<file path="src/rtl/sc_lane_shifter_if.sv">
// Lane shifter control/data bundle: tick, load, pause and frog inputs plus
// the registered row, hit, step and state outputs.
interface sc_lane_shifter_if #(
    parameter int LANE_WIDTH = 8
);
    logic                  SC_LANE_TICK_In;
    logic                  SC_LANE_LOAD_In;
    logic [LANE_WIDTH-1:0] SC_LANE_PATTERN_In;
    logic                  SC_LANE_PAUSE_In;
    logic [LANE_WIDTH-1:0] SC_LANE_FROG_In;
    logic [LANE_WIDTH-1:0] SC_LANE_Out;
    logic                  SC_LANE_HIT_Out;
    logic                  SC_LANE_STEP_Out;
    logic [1:0]            SC_LANE_STATE_Out;

    modport master (
        output SC_LANE_TICK_In, SC_LANE_LOAD_In, SC_LANE_PATTERN_In,
               SC_LANE_PAUSE_In, SC_LANE_FROG_In,
        input  SC_LANE_Out, SC_LANE_HIT_Out, SC_LANE_STEP_Out, SC_LANE_STATE_Out
    );

    modport slave (
        input  SC_LANE_TICK_In, SC_LANE_LOAD_In, SC_LANE_PATTERN_In,
               SC_LANE_PAUSE_In, SC_LANE_FROG_In,
        output SC_LANE_Out, SC_LANE_HIT_Out, SC_LANE_STEP_Out, SC_LANE_STATE_Out
    );
endinterface

</file>
<file path="src/rtl/sc_lane_shifter.sv">
// Frogger vehicle-lane row: circular occupancy register rotated on each speed
// tick, with load, pause and a sticky frog-collision halt.
module sc_lane_shifter #(
    parameter int                    LANE_WIDTH   = 8,
    parameter bit                    DIR          = 1'b0,
    parameter logic [LANE_WIDTH-1:0] INIT_PATTERN = 8'b0000_0011
) (
    input  logic                SC_LANE_CLOCK_50,
    input  logic                SC_LANE_RESET,
    sc_lane_shifter_if.slave    bus
);

    typedef enum logic [1:0] {
        IDLE   = 2'b00,
        RUN    = 2'b01,
        PAUSED = 2'b10,
        HALT   = 2'b11
    } state_t;

    state_t                state_p1, state_p0;
    logic [LANE_WIDTH-1:0] row_p1, row_p0;
    logic                  hit_p1, hit_p0;
    logic                  step_p1, step_p0;

    function automatic logic [LANE_WIDTH-1:0] rotate(input logic [LANE_WIDTH-1:0] r);
        if (DIR == 1'b0)
            rotate = {r[LANE_WIDTH-2:0], r[LANE_WIDTH-1]};
        else
            rotate = {r[0], r[LANE_WIDTH-1:1]};
    endfunction

    // Next-state and next-output decode; priority load > collision > pause > tick.
    always_comb begin
        state_p0 = state_p1;
        row_p0   = row_p1;
        hit_p0   = hit_p1;
        step_p0  = 1'b0;
        if (bus.SC_LANE_LOAD_In) begin
            row_p0   = bus.SC_LANE_PATTERN_In;
            hit_p0   = 1'b0;
            state_p0 = RUN;
        end else begin
            case (state_p1)
                RUN: begin
                    if ((row_p1 & bus.SC_LANE_FROG_In) != '0) begin
                        hit_p0   = 1'b1;
                        state_p0 = HALT;
                    end else if (bus.SC_LANE_PAUSE_In) begin
                        state_p0 = PAUSED;
                    end else if (bus.SC_LANE_TICK_In) begin
                        row_p0  = rotate(row_p1);
                        step_p0 = 1'b1;
                    end
                end
                PAUSED: begin
                    if (!bus.SC_LANE_PAUSE_In)
                        state_p0 = RUN;
                end
                default: ;
            endcase
        end
    end

    // Registered state and outputs.
    always_ff @(posedge SC_LANE_CLOCK_50) begin
        if (SC_LANE_RESET) begin
            state_p1 <= IDLE;
            row_p1   <= INIT_PATTERN;
            hit_p1   <= 1'b0;
            step_p1  <= 1'b0;
        end else begin
            state_p1 <= state_p0;
            row_p1   <= row_p0;
            hit_p1   <= hit_p0;
            step_p1  <= step_p0;
        end
    end

    assign bus.SC_LANE_Out       = row_p1;
    assign bus.SC_LANE_HIT_Out   = hit_p1;
    assign bus.SC_LANE_STEP_Out  = step_p1;
    assign bus.SC_LANE_STATE_Out = state_p1;

endmodule

</file>
<file path="src/flat_wrapper.sv">
// flat-port wrapper written by rule: the top's interface ports become plain ports
module sc_lane_shifter_flat 
#(
    parameter int                    LANE_WIDTH   = 8,
    parameter bit                    DIR          = 1'b0,
    parameter logic [LANE_WIDTH-1:0] INIT_PATTERN = 8'b0000_0011
)
  (SC_LANE_CLOCK_50, SC_LANE_RESET, bus_SC_LANE_TICK_In, bus_SC_LANE_LOAD_In, bus_SC_LANE_PATTERN_In, bus_SC_LANE_PAUSE_In, bus_SC_LANE_FROG_In, bus_SC_LANE_Out, bus_SC_LANE_HIT_Out, bus_SC_LANE_STEP_Out, bus_SC_LANE_STATE_Out);
  sc_lane_shifter_if #(.LANE_WIDTH(LANE_WIDTH)) bus_i ();
  input  logic SC_LANE_CLOCK_50;
  input  logic SC_LANE_RESET;
  input wire logic [$bits(bus_i.SC_LANE_TICK_In)-1:0] bus_SC_LANE_TICK_In;
  input wire logic [$bits(bus_i.SC_LANE_LOAD_In)-1:0] bus_SC_LANE_LOAD_In;
  input wire logic [$bits(bus_i.SC_LANE_PATTERN_In)-1:0] bus_SC_LANE_PATTERN_In;
  input wire logic [$bits(bus_i.SC_LANE_PAUSE_In)-1:0] bus_SC_LANE_PAUSE_In;
  input wire logic [$bits(bus_i.SC_LANE_FROG_In)-1:0] bus_SC_LANE_FROG_In;
  output wire logic [$bits(bus_i.SC_LANE_Out)-1:0] bus_SC_LANE_Out;
  output wire logic [$bits(bus_i.SC_LANE_HIT_Out)-1:0] bus_SC_LANE_HIT_Out;
  output wire logic [$bits(bus_i.SC_LANE_STEP_Out)-1:0] bus_SC_LANE_STEP_Out;
  output wire logic [$bits(bus_i.SC_LANE_STATE_Out)-1:0] bus_SC_LANE_STATE_Out;
  assign bus_i.SC_LANE_TICK_In = bus_SC_LANE_TICK_In;
  assign bus_i.SC_LANE_LOAD_In = bus_SC_LANE_LOAD_In;
  assign bus_i.SC_LANE_PATTERN_In = bus_SC_LANE_PATTERN_In;
  assign bus_i.SC_LANE_PAUSE_In = bus_SC_LANE_PAUSE_In;
  assign bus_i.SC_LANE_FROG_In = bus_SC_LANE_FROG_In;
  assign bus_SC_LANE_Out = bus_i.SC_LANE_Out;
  assign bus_SC_LANE_HIT_Out = bus_i.SC_LANE_HIT_Out;
  assign bus_SC_LANE_STEP_Out = bus_i.SC_LANE_STEP_Out;
  assign bus_SC_LANE_STATE_Out = bus_i.SC_LANE_STATE_Out;
  sc_lane_shifter #(.LANE_WIDTH(LANE_WIDTH), .DIR(DIR), .INIT_PATTERN(INIT_PATTERN)) u_core (.SC_LANE_CLOCK_50(SC_LANE_CLOCK_50), .SC_LANE_RESET(SC_LANE_RESET), .bus(bus_i));
endmodule
</file>
<file path="config.mk">
export PLATFORM = sky130hd
export DESIGN_NAME = sc_lane_shifter_flat
export DESIGN_NICKNAME = d
export VERILOG_FILES = /design/src/rtl/sc_lane_shifter_if.sv /design/src/rtl/sc_lane_shifter.sv /design/src/flat_wrapper.sv
export SDC_FILE = /design/constraint.sdc
export NUM_CORES = 1
export LEC_CHECK = 0
export CAP_MARGIN = 10
export CELL_PAD_IN_SITES_DETAIL_PLACEMENT = 1
export CELL_PAD_IN_SITES_GLOBAL_PLACEMENT = 1
export CORE_MARGIN = 2
export CORE_UTILIZATION = 27
export CTS_CLUSTER_SIZE = 10
export DETAILED_ROUTE_END_ITERATION = 6
export GPL_TIMING_DRIVEN = 0
export MAX_ROUTING_LAYER = met4
export PLACE_DENSITY_LB_ADDON = 0.1
export SYNTH_ARGS = -nofsm -noshare
export SYNTH_HDL_FRONTEND = slang
export SYNTH_SLANG_ARGS = --single-unit
</file>
<file path="constraint.sdc">
create_clock -name SC_LANE_CLOCK_50 -period 1.72 [get_ports SC_LANE_CLOCK_50]
set_input_delay 0.344 -clock SC_LANE_CLOCK_50 [delete_from_list [all_inputs] [get_ports SC_LANE_CLOCK_50]]
set_output_delay 0.344 -clock SC_LANE_CLOCK_50 [all_outputs]
set_load 0.005 [all_outputs]
</file>
* Word-level counts from Yosys, hierarchy flattened
Cells that the tools add are included.
Storage, ports and cells: register bits 12, input port bits 21, output and inout port bits 12, logic and storage cells 37
Cells by class: eq/ne operators 8, muxes and demuxes 11, bitwise logic cells 2, reductions and logical operators 11
Operators by type and width (number):
- 8-bit two-way mux | 5
- 8-bit AND | 1
- 8-bit nonzero test | 1
- 2-bit two-way mux | 3
- 2-bit inequality test (second input constant) | 3
- 3-bit AND reduction | 2
- 2-bit nonzero test | 3
- 5-bit OR reduction | 1
- 4-bit by 3-bit inequality test with 1-bit output (second input constant) | 1
- 2-bit case mux with 2 select lines | 1
- 4-bit AND reduction | 1
- 3-bit by 2-bit inequality test with 1-bit output (second input constant) | 1
- 3-bit inequality test (second input constant) | 1
- 3-bit nonzero test | 1
- 2-bit by 1-bit == test with 1-bit output (second input constant) | 1
- 2-bit == test (second input constant) | 1
- 1-bit two-way mux | 2
- 2-bit AND reduction | 1
- 2-bit OR reduction | 1
- 1-bit inverter | 1

* Longest topological paths before layout
Gate-level depths: netlist (run 1).
depth after elaboration 5, depth in mapped cells 5, mapped depth without buffers 4

* Least setup slack after synthesis (run 1)
OpenSTA, ideal clock, no wires.
kind register to register, start register u_core.state_p1[0] (netlist: u_core.bus.SC_LANE_STATE_Out[0]), end register u_core.row_p1[2] (netlist: u_core.bus.SC_LANE_Out[2]), library setup time 0.103 ns, arrival 1.456 ns, data required time 1.617 ns, slack 0.160 ns, stages on the path, launching flop included 6, path through dfxtp_1 nand2b_1 or3b_1 buf_2 o31a_1 a2111oi_2
On the way: cells in the longest elaborated chain, start to end 3
Ends and longest elaborated chain:
- from (decl) | line sc_lane_shifter.sv:20 | state_t state_p1, state_p0;
- from (signal assigned) | line sc_lane_shifter.sv:72 | state_p1 <= state_p0;
- 2-bit by 1-bit == test with 1-bit output | line sc_lane_shifter.sv:43 | case (state_p1)
- 2-bit nonzero test (no line)
- 4-bit AND reduction (no line)
- to (signal assigned) | line sc_lane_shifter.sv:73 | row_p1 <= row_p0;
- to (decl) | line sc_lane_shifter.sv:21 | logic [LANE_WIDTH-1:0] row_p1, row_p0;
No other way between the ends. A chain may end at the register's enable or synchronous reset.

* Worst setup path after layout (run 1)
start input bus_SC_LANE_TICK_In, end register u_core.row_p1[2] (netlist: u_core.bus.SC_LANE_Out[2])
On the way: cells in the longest elaborated chain, start to end 2
Ends and longest elaborated chain:
- from (decl) | line flat_wrapper.sv:12 | input wire logic [$bits(bus_i.SC_LANE_TICK_In)-1:0] bus_SC_LANE_TICK_In;
- 2-bit nonzero test (no line)
- 4-bit AND reduction (no line)
No other way between the ends.

==> qor.yml, run 1 <==
status: "finished clean"
r2r_setup_slack_ns: 0.09
postSynthAreaPerCell_um2: 8.63
die_w_um: 53.3
endpoint: "u_core.bus.SC_LANE_Out[2]$_SDFFE_PP0P_"
tns_ns: 0
cts_buffer_depth: 2
final_area_um2: 1110
portBuffers: 32
post_synth_instance_area_um2: 656
hp-class: "flop to flop"
rows: 17
clkTransAtPathRegs_ns: 0.09
antenna_cells: 0
maxSlewViolCount: 0
clock_latency_ns: 0.28
fmax_ghz: 0.595
startpoint: "bus_SC_LANE_TICK_In"
dpl-instance-area_um2: 1010
vias: 746
overflow: 0
fin_worst_skew_ns: 0.00287
die_h_um: 53.3
drc: 0
htreeDepth: 1
cts_hold_buffers: 0
cts-root-buf: "clkbuf_4"
power_uw: 750
die_area_um2: 2840
wl_per_cell_um: 16.1
maxCapViolCount: 0
tightest_slew_ns: 0.562
antenna_found_initial: 0
slew_headroom: 0.625
synthesis.nets: 97
area_growth_pct: 68.7
cts_sinks: 12
grt_usage: 0.180
yosys_warnings: 0
place.gp.congestion: 0.754
grt_pass1_vias: 715
path_class: "primary input to flop"
worstPathRequired_ns: 1.90
post-route-min-period_ns: 1.68
ir_worst_vdd_mv: 0.346
post-route-period-util: 0.977
pin_count: 33
timing.rr.start: "u_core.bus.SC_LANE_STATE_Out[1]$_SDFFE_PP0P_"
p_leak_uw: 0.000398
synthCells: 76
cts_tree: "built"
r2r_end: "u_core.bus.SC_LANE_Out[2]$_SDFFE_PP0P_"
r2r_cells: 5
crit_fanout: 6
dp.cells: 136
grt_max_degree: 13
yosysTopAreaCellShare: 0.366
numCtsBuffers: 3
drive_gt1_frac: 0.216
worstHoldPathCells: 1
dp.final_hpwl_um: 1610
end_kind: "flop"
fin_cells: 139
setup_viol: 0
synth_cell_types: 27
core_um2: 2250
dp_slack_ns: -0.530
final_hold_viol_count: 0
yosys-top-cells-area: "dfxtp_1 (37%), nor2b_1 (5.7%), a2111oi_0 (5.3%), o31a_1 (5.3%), a2111oi_2 (4.6%)"
drt_iter0_drc: 4
firstDrtPassIters: 3
worstSetupStartpointType: "primary input"
synth-seq-area-share: 0.366
worstPathArrival_ns: 1.87
synth_seq_cells: 12
initial_core_util: 0.291
vias_per_cell: 5.37
cellPowerDensity_nw_per_um2: 678
antenna_left: 0
drt-total-wl_um: 2240
final.setup.worst_slack_ns: 0.0394
final_nets: 133
yosysTopAreaCell: "dfxtp_1"
grt_pass1_wl_um: 3570
==> layout by cell type (no fill, tap or decap), drive strengths merged <==
master,count
a2111oi,6
a211oi,1
a21oi,2
a22oi,4
a311oi,1
a31oi,4
and2,2
buf,3
clkbuf,6
clkdlybuf4s50,30
dfxtp,12
dlygate4sd2,1
dlymetal6s2s,1
inv,2
nand2,2
nand2b,1
nand3,1
nor2,7
nor2b,6
nor3,3
nor3b,3
nor4,3
o21a,1
o221a,1
o31a,4
or2,2
or3,1
or3b,1
==> worst min-delay path by stage <==
stage	endpoint	slack, ns	startpoint
3_5_place_dp	u_core.bus.SC_LANE_HIT_Out$_SDFFE_PP0P_	0.46	u_core.bus.SC_LANE_HIT_Out$_SDFFE_PP0P_
2_1_floorplan	u_core.bus.SC_LANE_HIT_Out$_SDFFE_PP0P_	0.46	u_core.bus.SC_LANE_HIT_Out$_SDFFE_PP0P_
6_report	u_core.bus.SC_LANE_HIT_Out$_SDFFE_PP0P_	0.48	u_core.bus.SC_LANE_HIT_Out$_SDFFE_PP0P_
3_3_place_gp	u_core.bus.SC_LANE_HIT_Out$_SDFFE_PP0P_	0.46	u_core.bus.SC_LANE_HIT_Out$_SDFFE_PP0P_
4_1_cts	u_core.bus.SC_LANE_HIT_Out$_SDFFE_PP0P_	0.48	u_core.bus.SC_LANE_HIT_Out$_SDFFE_PP0P_
5_1_grt	u_core.bus.SC_LANE_HIT_Out$_SDFFE_PP0P_	0.53	u_core.bus.SC_LANE_HIT_Out$_SDFFE_PP0P_
==> per-stage QoR <==
step / hold slack (ns) / utilization
2_1_floorplan: 0.464 / -
3_3_place_gp: 0.456 / 0.448
6_report: 0.479 / 0.491
3_5_place_dp: 0.459 / 0.448
4_1_cts: 0.485 / 0.468
5_1_grt: 0.527 / 0.491
==> state kept, by name (all words and copies together), names as in the netlist <==
| register | cells |
|---|---|
| u_core.bus.SC_LANE_HIT_Out | 1 |
| u_core.bus.SC_LANE_STATE_Out | 2 |
| u_core.bus.SC_LANE_STEP_Out | 1 |
| u_core.bus.SC_LANE_Out | 8 |
==> kinds of logic after synthesis <==
family,synth area share
AO/OA/AOI/OAI,0.305
buffers and inverters,0.0477
AND/OR/NAND/NOR,0.281
flip-flops,0.366
==> power by group <==
part | internal [uW] | switching, uW | leakage, uW
combinational | 112 | 88.7 | 0.000278
sequential | 295 | 16.0 | 0.0000994
clock | 129 | 109 | 0.0000210
total | 537 | 214 | 0.000398
==> layout make-up <==
class	instances	area, um^2
Multi-Input combinational cell	56	429
Tap cell	28	35.0
Buffer	3	20.0
Timing Repair Buffer	34	337
Fill cell	262	1150
Inverter	2	7.51
Clock buffer	4	36.3
Sequential cell	12	241
==> worst max-delay path, stage by stage <==
cell	delay, ns
clkdlybuf4s50_1	0.50
or3b_1	0.37
buf_6	0.15
o31a_1	0.24
a2111oi_2	0.27
==> synthesized netlist by cell type (all sizes together) <==
master	count
dfxtp	12
nor2	7
a2111oi	6
nor2b	6
clkbuf	5
a22oi	4
a31oi	4
o31a	4
nor3	3
nor3b	3
nor4	3
a21oi	2
and2	2
inv	2
nand2	2
or2	2
a211oi	1
a311oi	1
buf	1
nand2b	1
nand3	1
o21a	1
o221a	1
or3	1
or3b	1
==> per-layer routing <==
layer / track usage / vias up / wire length (um)
li1: - / 363 / -
met1: 0.245 / 361 / 1050
met2: 0.265 / 18 / 1060
met3: 0.0424 / 4 / 100
met4: 0.0513 / 0 / 28
met5: - / - / 0
==> timing repair <==
item,CTS,global route
endpoints found under the setup margin,9,7
resized for setup,7,13
pin swaps,0,2
gates cloned,0,0
buffers inserted,0,2
(Power assumes the default switching activity.)
==> run 2: changes to the inputs <==
- CORE_UTILIZATION: 27 -> 41
- DONT_BUFFER_PORTS: unset -> 1
- REMOVE_ABC_BUFFERS: unset -> 1
- SLEW_MARGIN: unset -> 20
==> qor.yml, run 2 (synthesis gave the netlist of run 1 again) <==
cts_setup_buffers: 0
drc: 0
drive_gt1_frac: 0.189
cellPowerDensity_nw_per_um2: 901
htreeDepth: 1
layout_commonest_cell: "dfxtp_1"
path_class: "flop to flop"
rsz0062_at_grt: "false"
fin_worst_skew_ns: 0.00320
post-route-min-period_ns: 1.59
clock_latency_ns: 0.28
crit_fanout: 6
grt_pass1_wl_um: 2820
hp-class: "primary input to flop"
dp.cells: 86
setup_viol: 0
ir_worst_vdd_mv: 0.447
final_cell_mix: "dfxtp_1 (11), nor2_1 (7), nor2b_1 (6)"
firstDrtPassIters: 2
end_kind: "flop"
vias_per_cell: 6.57
dp.final_hpwl_um: 1140
final_hold_viol_count: 0
die_h_um: 44.0
slew_headroom: 0.741
core_um2: 1510
rows: 14
cts-root-buf: "clkbuf_4"
portBuffers: 0
post-route-period-util: 0.924
pin_count: 33
wl_per_cell_um: 17.5
fmax_ghz: 0.629
place.gp.congestion: 0.764
final_area_um2: 711
numCtsBuffers: 3
worstPathRequired_ns: 1.90
die_w_um: 44.0
initial_core_util: 0.435
dpl-instance-area_um2: 652
tightest_slew_ns: 0.379
grt_pass1_vias: 623
maxSlewViolCount: 0
antenna_cells: 0
fin_cells: 90
overflow: 0
vias: 591
cts_sinks: 12
cts_hold_buffers: 0
grt_usage: 0.202
die_area_um2: 1940
status: "finished clean"
final_nets: 96
maxCapViolCount: 0
r2r_setup_slack_ns: 0.13
antenna_found_initial: 0
cts_buffer_depth: 2
antenna_left: 0
finish.utilization: 0.472
grt_max_degree: 22
cts_tree: "built"
p_leak_uw: 0.000237
largest_reg_flops: 8
clkTransAtPathRegs_ns: 0.09
drt_iter0_drc: 5
worstPathArrival_ns: 1.77
worstSetupStartpointType: "flop"
area_growth_pct: 8.40
drt-total-wl_um: 1570
run 2: cell count changes in the layout (fill, tap and decap cells not counted), moves of 2 or more:
cell,before,now
nand2_2,2,0
a2111oi_2,4,2
nand2_1,0,2
buf_4,2,0
and2_1,0,2
a2111oi_1,0,2
clkdlybuf4s50_1,30,0
run 2: worst max-delay path, cell delays in order (launching register included):
cell and delay, ns:
dfxtp_1 0.35, nand2b_1 0.19, or3b_4 0.44, o31a_1 0.27, a2111oi_2 0.26
run 2: what timing repair did:
item / in CTS / in global routing
endpoints found under the hold margin: 0 / 0
gates resized for setup: 3 / 4
setup endpoints to repair: 4 / 4
run 2: layout make-up:
type	instances	area [um^2]
well taps	16	20.0
clock buffers	4	36.3
fillers	180	796
multi-input cells	56	405
inverters	2	7.51
flip-flops and latches	12	241
run 2: per-stage QoR:
stage	setup TNS (ns)	setup WS (ns)	hold slack, ns	power [uW]
2_1_floorplan	0	0.187	0.413	386
3_3_place_gp	-0.0313	-0.0217	0.416	403
3_5_place_dp	-0.109	-0.0492	0.417	405
4_1_cts	0	0.0726	0.119	637
5_1_grt	0	0.0212	0.122	664
6_report	0	0.130	0.118	641
run 2: metal layers:
layer | GRT usage | part of all wire | vias up
met5 | - | 0 | -
met2 | 0.285 | 0.45 | 17
met3 | 0.0292 | 0.050 | 5
li1 | - | - | 288
met1 | 0.283 | 0.47 | 281
met4 | 0.0909 | 0.023 | 0
run 2: final timing paths:
| path | startpoint | to | depth (start not counted) |
|---|---|---|---|
| setup / recovery | u_core.bus.SC_LANE_STATE_Out[1]$_SDFFE_PP0P_ | u_core.bus.SC_LANE_Out[3]$_SDFFE_PP0P_ | 4 |
| hold reg to reg | u_core.bus.SC_LANE_HIT_Out$_SDFFE_PP0P_ | u_core.bus.SC_LANE_HIT_Out$_SDFFE_PP0P_ | 1 |
| hold / removal | SC_LANE_RESET | u_core.bus.SC_LANE_Out[2]$_SDFFE_PP0P_ | 1 |
| setup reg to reg | u_core.bus.SC_LANE_STATE_Out[1]$_SDFFE_PP0P_ | u_core.bus.SC_LANE_Out[3]$_SDFFE_PP0P_ | 4 |
run 2: power by group:
part           internal [uW]  total [uW]  switching (uW)
clock network            129         237             108
registers                295         313            17.3
logic                   39.2        91.4            52.2
==> run 3: changes to the inputs <==
- CTS_CLUSTER_SIZE: 10 -> unset
- TNS_END_PERCENT: unset -> 30
==> results of run 3 <==
No change in the layout: final DEF, timing and power equal those of run 2.
Among the figures that moved: number of gates resized after CTS 3 -> 2; wire length of the first global-routing pass 2820 um -> 2790 um; via count of the first global-routing pass 623 -> 621; overall routing resource usage 0.202 -> 0.201; met1 usage 0.283 -> 0.278
